<file path="src/rtl/jtframe_ba0_arbiter_if.sv">
// Bundles for the bank-0 arbiter: the game-side requester bus and the SDRAM bank-0 port.
// Game side: the core is master, the arbiter is slave. Bank side: the arbiter is master.

interface jtframe_ba0_req_if #(
    parameter int unsigned AW = 22,
    parameter int unsigned N  = 4
);
    logic              hold;
    logic [N-1:0]      req;
    logic [N-1:0]      we;
    logic [N*AW-1:0]   addr;
    logic [N*16-1:0]   din;
    logic [N*2-1:0]    din_m;
    logic [N-1:0]      ok;
    logic              err;
    logic [15:0]       dout;
    logic              busy;

    modport master (
        output hold, req, we, addr, din, din_m,
        input  ok, err, dout, busy
    );
    modport slave (
        input  hold, req, we, addr, din, din_m,
        output ok, err, dout, busy
    );
endinterface

interface jtframe_ba0_bank_if #(
    parameter int unsigned AW = 22
);
    logic [AW-1:0] ba0_addr;
    logic          ba0_rd;
    logic          ba0_wr;
    logic [15:0]   ba0_din;
    logic [1:0]    ba0_din_m;
    logic          ba0_ack;
    logic          ba0_rdy;
    logic [15:0]   sdram_dout;

    modport master (
        output ba0_addr, ba0_rd, ba0_wr, ba0_din, ba0_din_m,
        input  ba0_ack, ba0_rdy, sdram_dout
    );
    modport slave (
        input  ba0_addr, ba0_rd, ba0_wr, ba0_din, ba0_din_m,
        output ba0_ack, ba0_rdy, sdram_dout
    );
endinterface

</file>
<file path="src/rtl/jtframe_ba0_arbiter.sv">
// Round-robin arbiter sharing SDRAM bank 0 among up to four requesters, one transaction
// at a time, with an ack-to-rdy watchdog that aborts stuck transactions.

module jtframe_ba0_arbiter #(
    parameter int unsigned AW   = 22,
    parameter int unsigned N    = 4,
    parameter int unsigned TOUT = 255   // must be >= 1
) (
    input  logic                clk_i,
    input  logic                rst_i,
    jtframe_ba0_req_if.slave    game_io,
    jtframe_ba0_bank_if.master  bank_io
);
    localparam int unsigned SW = 2;
    localparam int unsigned TW = $clog2(TOUT + 1);

    typedef enum logic [1:0] {StIdle, StReq, StWait, StDone} state_e;

    state_e          state_q, state_d;
    logic [SW-1:0]   last_q, last_d;
    logic [SW-1:0]   slot_q, slot_d;
    logic [AW-1:0]   addr_q, addr_d;
    logic [15:0]     din_q, din_d;
    logic [1:0]      din_m_q, din_m_d;
    logic            we_q, we_d;
    logic            err_l_q, err_l_d;
    logic [TW-1:0]   wdog_q, wdog_d;
    logic            rd_q, rd_d;
    logic            wr_q, wr_d;
    logic [N-1:0]    ok_q, ok_d;
    logic            err_q, err_d;
    logic [15:0]     dout_q, dout_d;
    logic            busy_q, busy_d;

    logic            gnt_vld;
    logic [SW-1:0]   gnt_idx;
    logic [SW-1:0]   idx;

    // Scan downward in offset so the nearest set bit after last_q wins.
    always_comb begin
        gnt_vld = 1'b0;
        gnt_idx = '0;
        idx     = '0;
        for (int k = int'(N); k >= 1; k--) begin
            idx = SW'((int'(last_q) + k) % int'(N));
            if (game_io.req[idx]) begin
                gnt_vld = 1'b1;
                gnt_idx = idx;
            end
        end
    end

    always_comb begin
        state_d = state_q;
        last_d  = last_q;
        slot_d  = slot_q;
        addr_d  = addr_q;
        din_d   = din_q;
        din_m_d = din_m_q;
        we_d    = we_q;
        err_l_d = err_l_q;
        wdog_d  = wdog_q;
        rd_d    = rd_q;
        wr_d    = wr_q;
        ok_d    = '0;
        err_d   = 1'b0;
        dout_d  = dout_q;
        busy_d  = busy_q;
        case (state_q)
            StIdle: begin
                if (!game_io.hold && gnt_vld) begin
                    slot_d  = gnt_idx;
                    last_d  = gnt_idx;
                    addr_d  = game_io.addr[32'(gnt_idx) * AW +: AW];
                    din_d   = game_io.din[32'(gnt_idx) * 16 +: 16];
                    din_m_d = game_io.din_m[32'(gnt_idx) * 2 +: 2];
                    we_d    = game_io.we[gnt_idx];
                    rd_d    = ~game_io.we[gnt_idx];
                    wr_d    = game_io.we[gnt_idx];
                    err_l_d = 1'b0;
                    busy_d  = 1'b1;
                    state_d = StReq;
                end
            end
            StReq: begin
                if (bank_io.ba0_ack) begin
                    rd_d   = 1'b0;
                    wr_d   = 1'b0;
                    // Counts cycles elapsed since the ack cycle.
                    wdog_d = TW'(1);
                    if (bank_io.ba0_rdy) begin
                        if (!we_q) dout_d = bank_io.sdram_dout;
                        state_d = StDone;
                    end else begin
                        state_d = StWait;
                    end
                end
            end
            StWait: begin
                wdog_d = wdog_q + TW'(1);
                if (bank_io.ba0_rdy) begin
                    if (!we_q) dout_d = bank_io.sdram_dout;
                    state_d = StDone;
                end else if (wdog_q >= TW'(TOUT - 1)) begin
                    // Abort so the strobe lands TOUT+1 cycles after the ack cycle.
                    err_l_d = 1'b1;
                    state_d = StDone;
                end
            end
            StDone: begin
                ok_d[slot_q] = 1'b1;
                err_d        = err_l_q;
                err_l_d      = 1'b0;
                busy_d       = 1'b0;
                state_d      = StIdle;
            end
            default: state_d = StIdle;
        endcase
    end

    always_ff @(posedge clk_i) begin
        if (rst_i) begin
            state_q <= StIdle;
            last_q  <= SW'(N - 1);
            slot_q  <= '0;
            addr_q  <= '0;
            din_q   <= '0;
            din_m_q <= '0;
            we_q    <= 1'b0;
            err_l_q <= 1'b0;
            wdog_q  <= '0;
            rd_q    <= 1'b0;
            wr_q    <= 1'b0;
            ok_q    <= '0;
            err_q   <= 1'b0;
            dout_q  <= '0;
            busy_q  <= 1'b0;
        end else begin
            state_q <= state_d;
            last_q  <= last_d;
            slot_q  <= slot_d;
            addr_q  <= addr_d;
            din_q   <= din_d;
            din_m_q <= din_m_d;
            we_q    <= we_d;
            err_l_q <= err_l_d;
            wdog_q  <= wdog_d;
            rd_q    <= rd_d;
            wr_q    <= wr_d;
            ok_q    <= ok_d;
            err_q   <= err_d;
            dout_q  <= dout_d;
            busy_q  <= busy_d;
        end
    end

    assign game_io.ok         = ok_q;
    assign game_io.err        = err_q;
    assign game_io.dout       = dout_q;
    assign game_io.busy       = busy_q;
    assign bank_io.ba0_addr   = addr_q;
    assign bank_io.ba0_rd     = rd_q;
    assign bank_io.ba0_wr     = wr_q;
    assign bank_io.ba0_din    = din_q;
    assign bank_io.ba0_din_m  = din_m_q;

endmodule

</file>
<file path="src/flat_wrapper.sv">
// flat-port wrapper written by rule: the top's interface ports become plain ports
module jtframe_ba0_arbiter_flat 
#(
    parameter int unsigned AW   = 22,
    parameter int unsigned N    = 4,
    parameter int unsigned TOUT = 255                  
)
  (clk_i, rst_i, game_io_hold, game_io_req, game_io_we, game_io_addr, game_io_din, game_io_din_m, game_io_ok, game_io_err, game_io_dout, game_io_busy, bank_io_ba0_addr, bank_io_ba0_rd, bank_io_ba0_wr, bank_io_ba0_din, bank_io_ba0_din_m, bank_io_ba0_ack, bank_io_ba0_rdy, bank_io_sdram_dout);
  jtframe_ba0_req_if #(.AW(AW), .N(N)) game_io_i ();
  jtframe_ba0_bank_if #(.AW(AW)) bank_io_i ();
  input  logic clk_i;
  input  logic rst_i;
  input wire logic [$bits(game_io_i.hold)-1:0] game_io_hold;
  input wire logic [$bits(game_io_i.req)-1:0] game_io_req;
  input wire logic [$bits(game_io_i.we)-1:0] game_io_we;
  input wire logic [$bits(game_io_i.addr)-1:0] game_io_addr;
  input wire logic [$bits(game_io_i.din)-1:0] game_io_din;
  input wire logic [$bits(game_io_i.din_m)-1:0] game_io_din_m;
  output wire logic [$bits(game_io_i.ok)-1:0] game_io_ok;
  output wire logic [$bits(game_io_i.err)-1:0] game_io_err;
  output wire logic [$bits(game_io_i.dout)-1:0] game_io_dout;
  output wire logic [$bits(game_io_i.busy)-1:0] game_io_busy;
  output wire logic [$bits(bank_io_i.ba0_addr)-1:0] bank_io_ba0_addr;
  output wire logic [$bits(bank_io_i.ba0_rd)-1:0] bank_io_ba0_rd;
  output wire logic [$bits(bank_io_i.ba0_wr)-1:0] bank_io_ba0_wr;
  output wire logic [$bits(bank_io_i.ba0_din)-1:0] bank_io_ba0_din;
  output wire logic [$bits(bank_io_i.ba0_din_m)-1:0] bank_io_ba0_din_m;
  input wire logic [$bits(bank_io_i.ba0_ack)-1:0] bank_io_ba0_ack;
  input wire logic [$bits(bank_io_i.ba0_rdy)-1:0] bank_io_ba0_rdy;
  input wire logic [$bits(bank_io_i.sdram_dout)-1:0] bank_io_sdram_dout;
  assign game_io_i.hold = game_io_hold;
  assign game_io_i.req = game_io_req;
  assign game_io_i.we = game_io_we;
  assign game_io_i.addr = game_io_addr;
  assign game_io_i.din = game_io_din;
  assign game_io_i.din_m = game_io_din_m;
  assign game_io_ok = game_io_i.ok;
  assign game_io_err = game_io_i.err;
  assign game_io_dout = game_io_i.dout;
  assign game_io_busy = game_io_i.busy;
  assign bank_io_ba0_addr = bank_io_i.ba0_addr;
  assign bank_io_ba0_rd = bank_io_i.ba0_rd;
  assign bank_io_ba0_wr = bank_io_i.ba0_wr;
  assign bank_io_ba0_din = bank_io_i.ba0_din;
  assign bank_io_ba0_din_m = bank_io_i.ba0_din_m;
  assign bank_io_i.ba0_ack = bank_io_ba0_ack;
  assign bank_io_i.ba0_rdy = bank_io_ba0_rdy;
  assign bank_io_i.sdram_dout = bank_io_sdram_dout;
  jtframe_ba0_arbiter #(.AW(AW), .N(N), .TOUT(TOUT)) u_core (.clk_i(clk_i), .rst_i(rst_i), .game_io(game_io_i), .bank_io(bank_io_i));
endmodule
</file>
<file path="config.mk">
export PLATFORM = sky130hd
export DESIGN_NAME = jtframe_ba0_arbiter_flat
export DESIGN_NICKNAME = d
export VERILOG_FILES = /design/src/rtl/jtframe_ba0_arbiter_if.sv /design/src/rtl/jtframe_ba0_arbiter.sv /design/src/flat_wrapper.sv
export SDC_FILE = /design/constraint.sdc
export NUM_CORES = 1
export LEC_CHECK = 0
export CAP_MARGIN = 5
export CORE_MARGIN = 2
export CORE_UTILIZATION = 41
export DETAILED_ROUTE_END_ITERATION = 7
export PLACE_DENSITY = 0.86
export SLEW_MARGIN = 15
export SYNTH_ARGS = -nofsm -noshare
export SYNTH_HDL_FRONTEND = slang
export SYNTH_SLANG_ARGS = --single-unit
</file>
<file path="constraint.sdc">
create_clock -name clk_i -period 3.3 [get_ports clk_i]
set_input_delay 0.66 -clock clk_i [delete_from_list [all_inputs] [get_ports clk_i]]
set_output_delay 0.66 -clock clk_i [all_outputs]
set_load 0.01 [all_outputs]
</file>
==> key figures <==
Status
  • Status: completed

Global routing
  • M1 GR Usage: 0.264
  • Overall routing resource usage: 0.248
  • Global-route wire length before repair: roughly 22 mm
  • Pin count of the biggest net entering global routing: 34
  • Antenna violations before repair: 1
  • GRT met2 Usage: 0.450
  • Grt ovf: 0
  • Vias in the first global route: between 4,000 and 5,000
  • GRT busiest layer: met2
  • Met3 Usage GRT: 0.0997

Finish
  • FF/Latch Area: roughly 0.0016 mm2
  • Fillers: between 800 and 900
  • Most frequent cells in the layout: clkdlybuf4s50_1, nand2_1, mux2i_1
  • Multi-input logic area: about 0.0025 mm2
  • Final cell count without fillers: just over 800
  • Share of cells above drive strength 1: 0.111
  • # nets final: 873
  • Layout area overhead: 64.5%
  • Most common cell after layout, fill and taps aside: clkdlybuf4s50_1
  • Ant diodes: 0
  • Final instance area: between 0.007 and 0.008 mm2

Power and ir drop
  • Pint: about 0.0026 W
  • Static leakage power: about 2.9 nW
  • Pwr Density: about 570 mW/mm2
  • Sw Pwr: around 0.0014 W
  • Logic pwr share: 0.476
  • Sw Ratio: 0.348
  • Max VDD drop: slightly below 0.0005 V
  • Reg power frac: 0.330
  • Clk pwr share: 0.193

Drt
  • 1st-iter DRT viols: about 150
  • ANT nets after route: 0
  • DRC: 0
  • Vias per inst: about 5.2
  • Routed vias: 4,256
  • Pre-antenna DRT Iters: 4
  • Final Routed Wirelength: 14.4 mm
  • Average wire per standard cell: 17.6 um

Timing
  • Count of pins over their slew limit: 0
  • Fin. Hold Viols: 0
  • Fin crit share: 0.809
  • Highest clock rate: around 370 MHz
  • Slew @ Worst Pin: 560 ps
  • Final min period: about 2700 ps
  • Setup-failing EPs final: 0
  • Worst Clk Skew: between 10 and 15 ps
  • Setup TNS: 0 ps
  • Final WS setup: around 630 ps
  • Final hold slack: approximately 460 ps
  • Max-slew headroom: 0.622
  • RSZ-0062 raised after global routing: false

Worst setup path
  • R2r worst-path depth: 6
  • CP Data Arrival Time: 2900 ps
  • Reg2reg setup slack: roughly 1100 ps
  • Worst r2r dst: u_core.bank_io.ba0_din_m[1]
  • Reg2reg start: u_core.last_q[1]
  • Slowest stage cell, crit path: clkdlybuf4s50_1
  • CP bufs+invs: 3
  • CP max stage delay: approximately 530 ps
  • Type of origin of the critical path: input port
  • Worst-path fanout max: 21
  • Delay-heaviest family, CP: buffers and inverters
  • Critical Path RT: between 3000 and 4000 ps
  • CP startpoint: game_io_req[1]
  • Worst Setup EP: u_core.bank_io.ba0_addr[17]
  • Critical path type: input port to flip-flop
  • Crit. End Element: flip-flop
  • Cells along the critical path: clkdlybuf4s50_1, inv_1, a211oi_1, or3_4, buf_4, mux2i_1, o221ai_2
  • Critical Path Stages: 7

Die
  • Core area: a little over 0.01 mm2
  • DIE AREA: roughly 0.011 mm2
  • I/O Pins: 253
  • Die extent in x: ~110 um
  • Initial Util: 0.422
  • Rows: 37
  • DIE HEIGHT: between 100 and 150 um

CTS
  • Htree depth: 3
  • Resized cells post-CTS: 0
  • Post-CTS Setup Inserts: 0
  • Cts hold-fix bufs: 0
  • CTS Buf Count: 9
  • Max Root-Sink Buffers: 2
  • Root buf cell: clkbuf_8
  • Reg clk slew, reported paths: roughly 80 ps
  • Clock tree sinks: 80
  • Clk_lat worst skew: about 350 ps
  • CTS tree: built

Logic synthesis
  • Mapped Cells: ~440
  • Flops & latches, synth: 80
  • Post-Syn Area per Cell: between 9 and 10 um2
  • Synth top area share: 0.369
  • Post-synth top area cell: dfxtp_1
  • Distinct cells, synth: between 40 and 50
  • Yosys warnings: 0
  • Predominant post-synthesis flop cell: dfxtp_1
  • Cell Area, Synth: between 0.004 and 0.005 mm2
  • Sequential area share after synthesis: 0.369
  • Syn Nets: approximately 630
  • Post-synth EDFFs: 0
  • Top post-synthesis cells by area: dfxtp_1, mux2i_1, o221ai_2, nand2_1, buf_6
  • Synth async-reset ratio: 0

Placed design
  • Hpwl dp: ~11 mm
  • Port buffer count: around 250
  • Pre-CTS setup slack: roughly 290 ps
  • GP Congestion: roughly 0.85
  • Cell count after placement: about 800
  • DP Area: 0.00693 mm2

Min path
  • Worst Hold Path Cells: 2
  • HP Class: flip-flop to flip-flop

Job
  • Maxcap violations: 0
worst min path at each step:
stage / start / end / slack, ps
floorplan: u_core.err_l_q / u_core.game_io.err / 430
global placement: u_core.game_io.dout[1] / u_core.game_io.dout[1] / 440
detailed placement: u_core.bank_io.ba0_din[4] / u_core.bank_io.ba0_din[4] / 450
CTS: u_core.game_io.dout[11] / u_core.game_io.dout[11] / 460
global route: u_core.game_io.dout[0] / u_core.game_io.dout[0] / 490
finish: u_core.game_io.dout[11] / u_core.game_io.dout[11] / 460
power groups by stage:
stage               Sequential (W)  Combinational (W)  Clock [W]
finish                     0.00134            0.00193   0.000784
global route               0.00137            0.00208   0.000852
CTS                        0.00134            0.00194   0.000807
detailed placement         0.00136            0.00194          0
global placement           0.00135            0.00188          0
floorplan                  0.00142            0.00107          0
registers in the layout (all words and copies together) (netlist names), 2 cells and up:
register,flops
u_core.state_q,2
u_core.slot_q,2
u_core.last_q,2
u_core.bank_io.ba0_addr,22
u_core.game_io.ok,4
u_core.game_io.dout,16
u_core.bank_io.ba0_din,16
u_core.bank_io.ba0_din_m,2
u_core.wdog_q,8
metrics by stage:
| step | utilization | total power, W |
|---|---|---|
| 3_5_place_dp | 0.674 | 0.00330 |
| 5_1_grt | 0.695 | 0.00430 |
| 4_1_cts | 0.695 | 0.00409 |
| 2_1_floorplan | - | 0.00249 |
| 3_3_place_gp | 0.674 | 0.00323 |
| 6_report | 0.695 | 0.00405 |
cells in the mapped netlist (all sizes together) (2+ instances only):
cell type  instances
o221ai            41
a21oi             23
buf               26
a211oi             4
or3                5
and3               2
nand2             84
inv                7
nand2b             2
o21ai              6
nor2b              2
or2                3
mux2i             84
dfxtp             80
clkbuf             6
o211ai             5
nor3               2
a31oi              2
nor2              22
nand4              2
xor2               2
mux2               2
nand3              3
ha                 6
metal layers:
layer / wire (um) / vias to the layer above
li1: - / 2076
met1: 5360 / 1962
met2: 7350 / 187
met3: 1330 / 29
met4: 348 / 2
met5: 13 / -
cells by family (layout without fill, tap and decap cells):
group | count (synthesis) | in the layout | share of synthesized area
flops | 80 | 80 | 0.369
compound gates | 90 | 90 | 0.212
buf+inv | 39 | 285 | 0.0623
simple gates | 133 | 133 | 0.134
fa+ha+maj | 6 | 6 | 0.0173
mux | 86 | 86 | 0.200
xor+xnor | 3 | 3 | 0.00606
worst reg2reg max path, stage by stage, from the launching register on:
cell,delay [ps]
dfxtp_1,500
mux2i_1,270
o22ai_1,130
a21o_1,210
or3_2,640
buf_12,250
o221ai_2,160
layout make-up:
class / instances / share of cell area
Clock buffer: 11 / 0.0184
Sequential cell: 80 / 0.224
Clock inverter: 5 / 0.0114
Timing Repair Buffer: 262 / 0.371
Inverter: 7 / 0.00368
Multi-Input combinational cell: 318 / 0.347
Tap cell: 136 / 0.0238
(Power assumes the default switching activity.)
